===== config.mk =====
export PLATFORM = sky130hd
export DESIGN_NAME = lru_set_assoc_cache
export DESIGN_NICKNAME = d
export VERILOG_FILES = /design/src/rtl/lru_set_assoc_cache.sv
export SDC_FILE = /design/constraint.sdc
export NUM_CORES = 1
export LEC_CHECK = 0
export BUFFER_PORTS_ARGS = -buffer_cell sky130_fd_sc_hd__buf_2
export CAP_MARGIN = 10
export CORE_MARGIN = 1.5
export CORE_UTILIZATION = 26
export DETAILED_ROUTE_END_ITERATION = 6
export PLACE_DENSITY = 0.4
export SYNTH_ARGS = -nofsm -noshare
export SYNTH_HDL_FRONTEND = slang
export SYNTH_SLANG_ARGS = --single-unit

===== constraint.sdc =====
create_clock -name clk -period 7.6 [get_ports clk]
set_clock_uncertainty 0.2 [all_clocks]
set_input_delay 1.14 -clock clk [delete_from_list [all_inputs] [get_ports clk]]
set_output_delay 1.14 -clock clk [all_outputs]
set_load 0.01 [all_outputs]

===== src/rtl/lru_set_assoc_cache.sv =====
// lru_set_assoc_cache: write-back, write-allocate set-associative cache
// with true-LRU replacement per set. Each line holds one VALUE_WIDTH word.
//
// Ports
//   clk, rst (async, active low)
//   core side : select, input_index, input_tag, new_value, RD_, WR_ (active low)
//               ready, done, cache_miss, rd_value
//   write-back: memwrite, wb_index, tag_write, value_write / mem_ack
//   fill      : memread, fill_index, fill_tag / mem_rdata, mem_rvalid
module lru_set_assoc_cache #(
    parameter int TAG_WIDTH   = 16,
    parameter int INDEX_WIDTH = 2,
    parameter int VALUE_WIDTH = 32,
    parameter int WAYS        = 4
) (
    input  logic                   clk,
    input  logic                   rst,
    input  logic                   select,
    input  logic [INDEX_WIDTH-1:0] input_index,
    input  logic [TAG_WIDTH-1:0]   input_tag,
    input  logic [VALUE_WIDTH-1:0] new_value,
    input  logic                   RD_,
    input  logic                   WR_,
    output logic                   ready,
    output logic                   done,
    output logic                   cache_miss,
    output logic [VALUE_WIDTH-1:0] rd_value,
    output logic                   memwrite,
    output logic [INDEX_WIDTH-1:0] wb_index,
    output logic [TAG_WIDTH-1:0]   tag_write,
    output logic [VALUE_WIDTH-1:0] value_write,
    input  logic                   mem_ack,
    output logic                   memread,
    output logic [INDEX_WIDTH-1:0] fill_index,
    output logic [TAG_WIDTH-1:0]   fill_tag,
    input  logic [VALUE_WIDTH-1:0] mem_rdata,
    input  logic                   mem_rvalid
);
    localparam int SETS  = 1 << INDEX_WIDTH;
    localparam int AGE_W = $clog2(WAYS);

    typedef enum logic [2:0] {IDLE, COMPARE, WB, FILL, RESPOND} state_t;
    state_t state, state_nx;

    // Line state; tag/value are unreset storage.
    logic [SETS-1:0][WAYS-1:0]            valid, dirty;
    logic [SETS-1:0][WAYS-1:0][AGE_W-1:0] age;
    logic [TAG_WIDTH-1:0]                 tag_mem   [SETS][WAYS];
    logic [VALUE_WIDTH-1:0]               value_mem [SETS][WAYS];

    // Captured request
    logic [INDEX_WIDTH-1:0] req_index;
    logic [TAG_WIDTH-1:0]   req_tag;
    logic [VALUE_WIDTH-1:0] req_value;
    logic                   req_write;
    logic [AGE_W-1:0]       vic_way;

    logic                   accept;
    logic [WAYS-1:0]        hit_vec;
    logic                   hit, found_free, vic_dirty;
    logic [AGE_W-1:0]       hit_way, victim;

    // Line install / LRU touch controls
    logic                   inst_en, inst_dirty, touch_en;
    logic [AGE_W-1:0]       inst_way, touch_way;
    logic [VALUE_WIDTH-1:0] inst_val;

    assign ready  = (state == IDLE);
    assign accept = ready && select && (RD_ ^ WR_);

    for (genvar w = 0; w < WAYS; w++) begin : g_cmp
        assign hit_vec[w] = valid[req_index][w] && (tag_mem[req_index][w] == req_tag);
    end

    always_comb begin
        hit        = |hit_vec;
        hit_way    = '0;
        victim     = '0;
        found_free = 1'b0;
        for (int w = 0; w < WAYS; w++) begin
            if (hit_vec[w]) hit_way = AGE_W'(w);
            if (!found_free && !valid[req_index][w]) begin
                victim     = AGE_W'(w);
                found_free = 1'b1;
            end
        end
        // Full set: the oldest way carries age WAYS-1.
        if (!found_free) begin
            for (int w = 0; w < WAYS; w++)
                if (age[req_index][w] == AGE_W'(WAYS-1)) victim = AGE_W'(w);
        end
        vic_dirty = valid[req_index][victim] && dirty[req_index][victim];
    end

    always_comb begin
        state_nx   = state;
        inst_en    = 1'b0;
        inst_way   = vic_way;
        inst_val   = req_value;
        inst_dirty = 1'b1;
        touch_en   = 1'b0;
        touch_way  = vic_way;
        case (state)
            IDLE: if (accept) state_nx = COMPARE;
            COMPARE: begin
                if (hit) begin
                    touch_en  = 1'b1;
                    touch_way = hit_way;
                    inst_en   = req_write;
                    inst_way  = hit_way;
                    state_nx  = RESPOND;
                end else if (vic_dirty) begin
                    state_nx = WB;
                end else if (req_write) begin
                    inst_en   = 1'b1;
                    inst_way  = victim;
                    touch_en  = 1'b1;
                    touch_way = victim;
                    state_nx  = RESPOND;
                end else begin
                    state_nx = FILL;
                end
            end
            WB: if (mem_ack) begin
                if (req_write) begin
                    inst_en  = 1'b1;
                    touch_en = 1'b1;
                    state_nx = RESPOND;
                end else begin
                    state_nx = FILL;
                end
            end
            FILL: if (mem_rvalid) begin
                inst_en    = 1'b1;
                inst_val   = mem_rdata;
                inst_dirty = 1'b0;
                touch_en   = 1'b1;
                state_nx   = RESPOND;
            end
            RESPOND: state_nx = IDLE;
            default: state_nx = IDLE;
        endcase
    end

    always_ff @(posedge clk or negedge rst) begin
        if (!rst) begin
            state       <= IDLE;
            valid       <= '0;
            dirty       <= '0;
            for (int s = 0; s < SETS; s++)
                for (int w = 0; w < WAYS; w++)
                    age[s][w] <= AGE_W'(w);
            req_index   <= '0;
            req_tag     <= '0;
            req_value   <= '0;
            req_write   <= 1'b0;
            vic_way     <= '0;
            done        <= 1'b0;
            cache_miss  <= 1'b0;
            rd_value    <= '0;
            memwrite    <= 1'b0;
            memread     <= 1'b0;
            wb_index    <= '0;
            tag_write   <= '0;
            value_write <= '0;
            fill_index  <= '0;
            fill_tag    <= '0;
        end else begin
            state    <= state_nx;
            // Request strobes are registered from next state so they are glitch-free.
            done     <= (state_nx == RESPOND);
            memwrite <= (state_nx == WB);
            memread  <= (state_nx == FILL);
            if (accept) begin
                req_index <= input_index;
                req_tag   <= input_tag;
                req_value <= new_value;
                req_write <= !WR_;
            end
            if (state == COMPARE) begin
                vic_way    <= victim;
                cache_miss <= !hit;
                if (hit && !req_write) rd_value <= value_mem[req_index][hit_way];
                if (!hit && vic_dirty) begin
                    wb_index    <= req_index;
                    tag_write   <= tag_mem[req_index][victim];
                    value_write <= value_mem[req_index][victim];
                end
                if (!hit && !req_write) begin
                    fill_index <= req_index;
                    fill_tag   <= req_tag;
                end
            end
            if (state == FILL && mem_rvalid) rd_value <= mem_rdata;
            if (inst_en) begin
                valid[req_index][inst_way] <= 1'b1;
                dirty[req_index][inst_way] <= inst_dirty;
            end
            // Ways younger than the touched one age by one; touched way becomes MRU.
            if (touch_en) begin
                for (int w = 0; w < WAYS; w++)
                    if (age[req_index][w] < age[req_index][touch_way])
                        age[req_index][w] <= age[req_index][w] + 1'b1;
                age[req_index][touch_way] <= '0;
            end
        end
    end

    always_ff @(posedge clk) begin
        if (inst_en) begin
            tag_mem[req_index][inst_way]   <= req_tag;
            value_mem[req_index][inst_way] <= inst_val;
        end
    end
endmodule

==> Word level (Yosys, flattened, before mapping) <==
Memories as Yosys holds them, arrays and structs flattened.
Cells that the tools add are included.
Widths: inputs -> output; s select.
{ "totals": {"mem_bits_rw": 768, "wordCells": 210, "mem_count": 2, "input_bits": 89, "latchBits": 0, "regBits": 224, "romBits": 0, "out_inout_bits": 105} }
{ "mem_list": {"columns": ["memory", "depth", "word_bits", "read_ports", "rd_ports_with_merged_regs", "write_ports", "line_no", "text"], "rows": [
  ["value_mem", 4, 128, 1, 0, 1, "49", "logic [VALUE_WIDTH-1:0] value_mem [SETS][WAYS];"],
  ["tag_mem", 4, 64, 1, 0, 1, "48", "logic [TAG_WIDTH-1:0] tag_mem [SETS][WAYS];"]
]} }
{ "classes": {"muxes": 98, "n_eq_ne": 14, "div_mod_pow": 0, "multipliers": 0, "add_sub_neg": 4, "n_reduce_logical": 32, "magnitude_cmp": 13, "n_shift": 0, "n_bitwise": 7} }
{ "op_table": {"columns": ["cell", "count"], "rows": [
  ["$mux 32", 18],
  ["$bmux 32 s2", 2],
  ["$bwmux 32", 4],
  ["$mux 128", 1],
  ["$demux 8 s2", 5],
  ["$demux 32 s2", 1],
  ["$eq 16x16->1", 4],
  ["$mux 64", 1],
  ["$mux 16", 3],
  ["$and 32x32->32", 1],
  ["$bmux 16 s2", 1],
  ["$demux 16 s2", 1],
  ["$mux 2", 16],
  ["$not 32->32", 1],
  ["$mux 8", 3],
  ["$mux 1", 18],
  ["$mux 3", 6],
  ["$logic_and 1x1->1", 17],
  ["$bmux 4 s2", 2],
  ["$bmux 8 s2", 1],
  ["$bwmux 16", 1],
  ["$mux 4", 4],
  ["$or 16x16->16", 1],
  ["$eq 3x2->1 const B", 4],
  ["24 further kinds", 52]
]} }

==> Depth between registers and ports, before layout <==
{ "logic_depth": {"ltp_word": 37, "depth_mapped": 26, "ltp_nobuf": 17} }

==> Worst setup path before layout <==
Ideal clock, no wire load.
{ "synth_path": {"path_type": "flip-flop to flip-flop", "from": "reg req_index[1]", "to": "reg dirty[12] (netlist name)", "n_path_buf": 7, "synth_period_minus_slack_ns": 7.065, "setup_time_ns": 0.129, "t_arrival_ns": 6.736, "path_stages_with_launch": 23, "setup_slack_ns": 0.535, "cell_sequence": "dfrtp_1 > buf_4 > buf_6 > buf_4 > buf_4 > buf_2 > buf_1 > mux2_2 > o21ai_1 > inv_1 > ha_1 > nor2b_1 > a22oi_1 > o21a_1 > buf_2 > mux2i_1 > a21oi_1 > a21oi_1 > o21bai_2 > o21ai_1 > or2_1 > nor2_1 > mux2_1"} }
{ "synth_via": {"elab_chain_cells": 29} }
{ "synth_rtl": {"columns": ["item", "line_no", "text"], "rows": [
  ["from (decl)", "52", "logic [INDEX_WIDTH-1:0] req_index;"],
  ["from (signal assigned)", "175", "req_index <= input_index;"],
  ["$bmux 4 s2", "72, 82, 92", null],
  ["$mux 4 (implied by the code)", "72, 82, 92", null],
  ["$logic_not 1->1", "82", "if (!found_free && !valid[req_index][w]) begin"],
  ["$logic_and 1x1->1", "82", null],
  ["$mux 1", "82", null],
  ["$logic_not 1->1", "82", null],
  ["$logic_and 1x1->1", "82", null],
  ["$mux 1", "82", null],
  ["[... 13 more ...]", null, null],
  ["$mux 2", "103", "case (state)"],
  ["$lt 2x3->1 (implied by the code) or $ge 2x1->1 (tied branches)", "197", "dirty[req_index][inst_way] <= inst_dirty;"],
  ["$logic_and 1x1->1 (implied by the code)", "197", null],
  ["$mux 1 (implied by the code)", "197", null],
  ["$demux 1 s2", "197", null],
  ["$mux 4 (implied by the code)", "197", null],
  ["$demux 4 s2", "197", null],
  ["$bwmux 16", "197", null],
  ["to (signal, indexed assignment)", "197", null],
  ["to (decl)", "46", "logic [SETS-1:0][WAYS-1:0] valid, dirty;"]
]} }
Parallel ways exist; a longest one is shown, timed or not. The select of a mux whose other input is x is not followed.
A chain may end at the register's enable or synchronous reset.

==> Worst setup path after layout <==
{ "layout_path": {"from": "reg req_index[1]", "to": "mem value_mem[0][101] (netlist name) (enable)"} }
{ "layout_via": {"elab_chain_cells": 28} }
{ "layout_rtl": {"columns": ["item", "line_no", "text"], "rows": [
  ["$bmux 4 s2", "72, 82, 92", null],
  ["$mux 4 (implied by the code)", "72, 82, 92", null],
  ["$logic_not 1->1", "82", null],
  ["$logic_and 1x1->1", "82", null],
  ["$mux 1", "82", null],
  ["$logic_not 1->1", "82", null],
  ["$logic_and 1x1->1", "82", null],
  ["$mux 1", "82", null],
  ["[... 12 more ...]", null, null],
  ["$mux 2", "106", "if (hit) begin"],
  ["$mux 2", "103", null],
  ["$not 2->3 (implied by the code)", "212", "value_mem[req_index][inst_way] <= inst_val;"],
  ["$ge 3x3->1 (implied by the code) or $lt 3x1->1 (tied branches)", "212", null],
  ["$logic_and 1x1->1 (implied by the code)", "212", null],
  ["$mux 32 (implied by the code)", "212", null],
  ["$demux 32 s2", "212", null],
  ["$mux 128 (implied by the code)", "212", null],
  ["to (decl)", "49", null]
]} }
Parallel ways exist; a longest one is shown, timed or not. The select of a mux whose other input is x is not followed.

==> flow_metrics.py <==
metrics = {
    "clock_network": {
        "post_cts.repair.setup_buffers": 0,
        "clk_path_buf_depth": 3,
        "cts.hold.buffers_added": 0,
        "clk_transition_reported_paths_ns": 0.06,
        "tritoncts": "yes",
        "htreeDepth": 3,
        "clk_latency_ns": 0.72,
        "clock_sinks": 992,
        "cts_buffer_count": 108,
        "cts_resized": 0,
        "root_buffer": "clkbuf_16",
    },
    "routing": {
        "route.antenna.remaining_nets": 0,
        "avgViaCountPerCell": 4.864,
        "wire_per_inst_um": 26.20,
        "drcViolationCount": 0,
        "drt_pass1_iterations": 5,
        "first_iter_violations": 1816,
        "drt-total-wl_um": 130200,
        "routed-via-count": 24170,
    },
    "yosys": {
        "synth_edf_count": 768,
        "yosysSeqAreaShare_pct": 68.89,
        "synth_seq_cells": 992,
        "postSynthCellCount": 2584,
        "netlist.area_leader.share_pct": 55.38,
        "cell_types_with_the_largest_area_share_after_synthesis": "edfxtp_1, dfrtp_1, mux4_2",
        "synth.lib_cells_used.distinct": 85,
        "yosysTopAreaCell": "edfxtp_1",
        "synth_top_cells_by_count": "edfxtp_1, nand2_1, dfrtp_1, mux4_2, clkbuf_1",
        "synthesis.nets": 2677,
        "synth.avg_cell_area_um2": 16.12,
        "yosysWarningCount": 0,
        "ys_dominant_reg_cell": "edfxtp_1",
        "fraction_of_synthesis_flops_using_an_asynchronous_set_or_reset_pin_pct": 22.58,
        "synthMostInstantiatedCell": "edfxtp_1",
        "synth_area_um2": 41640,
    },
    "global_routing": {
        "grt_antenna_before_repair": 5,
        "grt_first_pass_wirelength_um": 188700,
        "grt_pass1_vias": 25320,
        "grt_max_degree": 88,
        "grt-ovfl-total": 0,
        "total_global_route_track_usage_pct": 15.96,
    },
    "floorplan": {
        "die_h_um": 403.2,
        "initial_core_util_pct": 26.23,
        "io_pins": 194,
        "core_region_um2": 158700,
        "die_w_um": 403.2,
        "dieArea_um2": 162600,
        "row_count": 146,
    },
    "sta": {
        "layout_min_cycle_time_ns": 6.465,
        "grt_setup_unrepaired": "false",
        "worstMarginPinSlew_ns": 1.212,
        "max_clock_freq_ghz": 0.1547,
        "drv_slew": 0,
        "finalSetupViolCount": 0,
        "hold_slack_ns": 0.2576,
        "final.setup.tns_ns": 0,
        "post-route-period-util_pct": 85.07,
        "finalHoldViolations": 0,
        "relSlewSlack_pct": 18.57,
    },
    "layout": {
        "area_occupied_by_multi_input_gates_um2": 12230,
        "sequential_cell_area_um2": 28700,
        "fillers": 15580,
        "finish.net_count": 2894,
        "final_layout_size_suffix_gt1_share_pct": 27.93,
        "synthToLayoutAreaGrowth_pct": 17.67,
        "num_antenna_cells": 0,
    },
    "worst_setup_path": {
        "setup.worst_path.start_class": "register",
        "worst_setup_path_end_kind": "register",
        "worst-endpoint-arrival_ns": 6.62,
        "r2r_setup_slack_ns": 1.13,
        "crit_type": "reg -> reg",
        "worst_r2r_endpoint": "value_mem[0][101]",
        "setup.worst_path.end": "value_mem[0][101]",
        "r2r.worst_path.cells": 13,
        "crit_required_ns": 7.75,
        "critical_path.startpoint": "req_index[1]",
        "cp_max_fo": 32,
        "regToRegStartpoint": "req_index[1]",
    },
    "power_and_ir_drop": {
        "switching_share_pct": 37.87,
        "net-switching-power_mw": 8.066,
        "max-vdd-ir-drop_mv": 0.2706,
        "power.density_cell_area_nw_per_um2": 434.7,
        "share_comb_of_total_power_pct": 37.9,
        "power_internal_mw": 13.23,
        "seq_power_share_pct": 37.4,
        "power_leakage_nw": 17.61,
        "clock_power_share_pct": 24.7,
    },
    "run": {
        "drv_cap": 0,
    },
    "hold_path": {
        "hold_class": "in -> async",
    },
    "placed_design": {
        "port_buffer_count": 193,
        "hpwl_detailed_um": 83760,
        "gp_congestion": 0.7925,
    },
    "outcome": {
        "outcome": "finished clean",
    },
}
kinds of logic (layout without fill, tap and decap cells):
group | Yosys count | after routing | share of synthesized area [%]
DFF | 992 | 992 | 68.89
adders and majority gates | 6 | 6 | 0.1743
and+or+nand+nor | 573 | 573 | 6.264
buffers and inverters | 191 | 504 | 2.025
xor gates and xnor gates | 62 | 62 | 1.304
AOI/OAI and AO/OA | 387 | 387 | 6.186
muxes | 373 | 373 | 15.16
state kept, by name, summed over array words and instances (netlist names), 3 cells and up:
register     cells
tag_mem        256
tag_write       16
age             32
value_mem      512
valid           16
req_value       32
state            3
rd_value        32
req_tag         16
dirty           16
value_write     32
fill_tag        16
cells in the final DEF, fill, tap and decap left out, types with 9 or more instances in the layout:
| cell | instances |
|---|---|
| mux4_2 | 197 |
| a211oi_1 | 59 |
| nor2_1 | 97 |
| nand2_1 | 306 |
| or2_2 | 10 |
| o21ai_1 | 24 |
| a31oi_1 | 9 |
| clkbuf_16 | 112 |
| edfxtp_1 | 768 |
| nor2b_1 | 10 |
| dfrtp_1 | 206 |
| xor2_1 | 10 |
| a21oi_1 | 86 |
| clkinv_2 | 27 |
| dfstp_2 | 16 |
| mux2i_1 | 84 |
| nand3_1 | 24 |
| xnor2_1 | 52 |
| nor3_1 | 10 |
| mux2_2 | 84 |
| buf_12 | 18 |
| buf_2 | 192 |
| a311oi_1 | 29 |
| buf_4 | 66 |
| o21ai_0 | 75 |
| a21o_1 | 34 |
| nand2b_1 | 21 |
| and3_1 | 32 |
| nand4_1 | 14 |
| clkbuf_8 | 20 |
| clkbuf_1 | 31 |
| inv_1 | 13 |
per-layer routing:
metal	wire [um]	track usage (%)	part of all wire [%]
met1	60090	22.45	46
met2	62090	25.95	48
met5	13	0	0.010
met3	5576	2.568	4.3
met4	2389	3.350	1.8
through the flow:
stage | util (%) | power, mW | worst slack [ns] | instance area (um2) | instances
2_1_floorplan | - | 13.04 | 0.5350 | 41640 | 2584
3_3_place_gp | 28.62 | 16.18 | 1.054 | 45430 | 4763
3_5_place_dp | 28.62 | 16.29 | 1.034 | 45430 | 4763
4_1_cts | 30.87 | 21.62 | 0.9948 | 49000 | 4969
5_1_grt | 30.87 | 22.48 | 0.7162 | 49000 | 4969
6_report | 30.87 | 21.30 | 1.135 | 49000 | 4969
final cells by class:
class                      count  area share, %
clock inverter                43         0.7686
inverter                      21         0.1609
multi-input combinational   1401          24.96
clock buffer                 163          6.519
tap                         2072          5.291
timing repair buffer         277          3.738
sequential                   992          58.56
power by group through the flow:
stage / Combinational, mW / Clock (mW) / Sequential, mW
global placement: 8.12 / 0 / 8.06
CTS: 8.23 / 5.41 / 7.99
global route: 8.77 / 5.63 / 8.07
finish: 8.07 / 5.26 / 7.97
floorplan: 5.22 / 0 / 7.83
detailed placement: 8.20 / 0 / 8.09
critical path, stage by stage (launching register included):
cell and delay [ns]:
dfrtp_4 0.85, buf_4 0.47, mux4_2 0.39, xnor2_1 0.18, nand2_1 0.10, or4_1 0.58, nor4_4 0.51, nand4b_4 0.31
a21oi_1 0.09, o21bai_2 0.34, o21ai_1 0.27, nand2b_1 0.31, nor2_4 0.89, buf_4 0.53
worst min-delay path by stage:
stage	to	from	cells after the start
after floorplan	valid[9]	valid[9]	1
after global placement	valid[4]	valid[4]	1
after detailed placement	valid[8]	valid[8]	1
after CTS	tag_write[14]	rst	1
after global routing	valid[5]	valid[5]	1
final	fill_tag[11]	rst	1
Note: power is estimated with default switching activity, not from simulation.
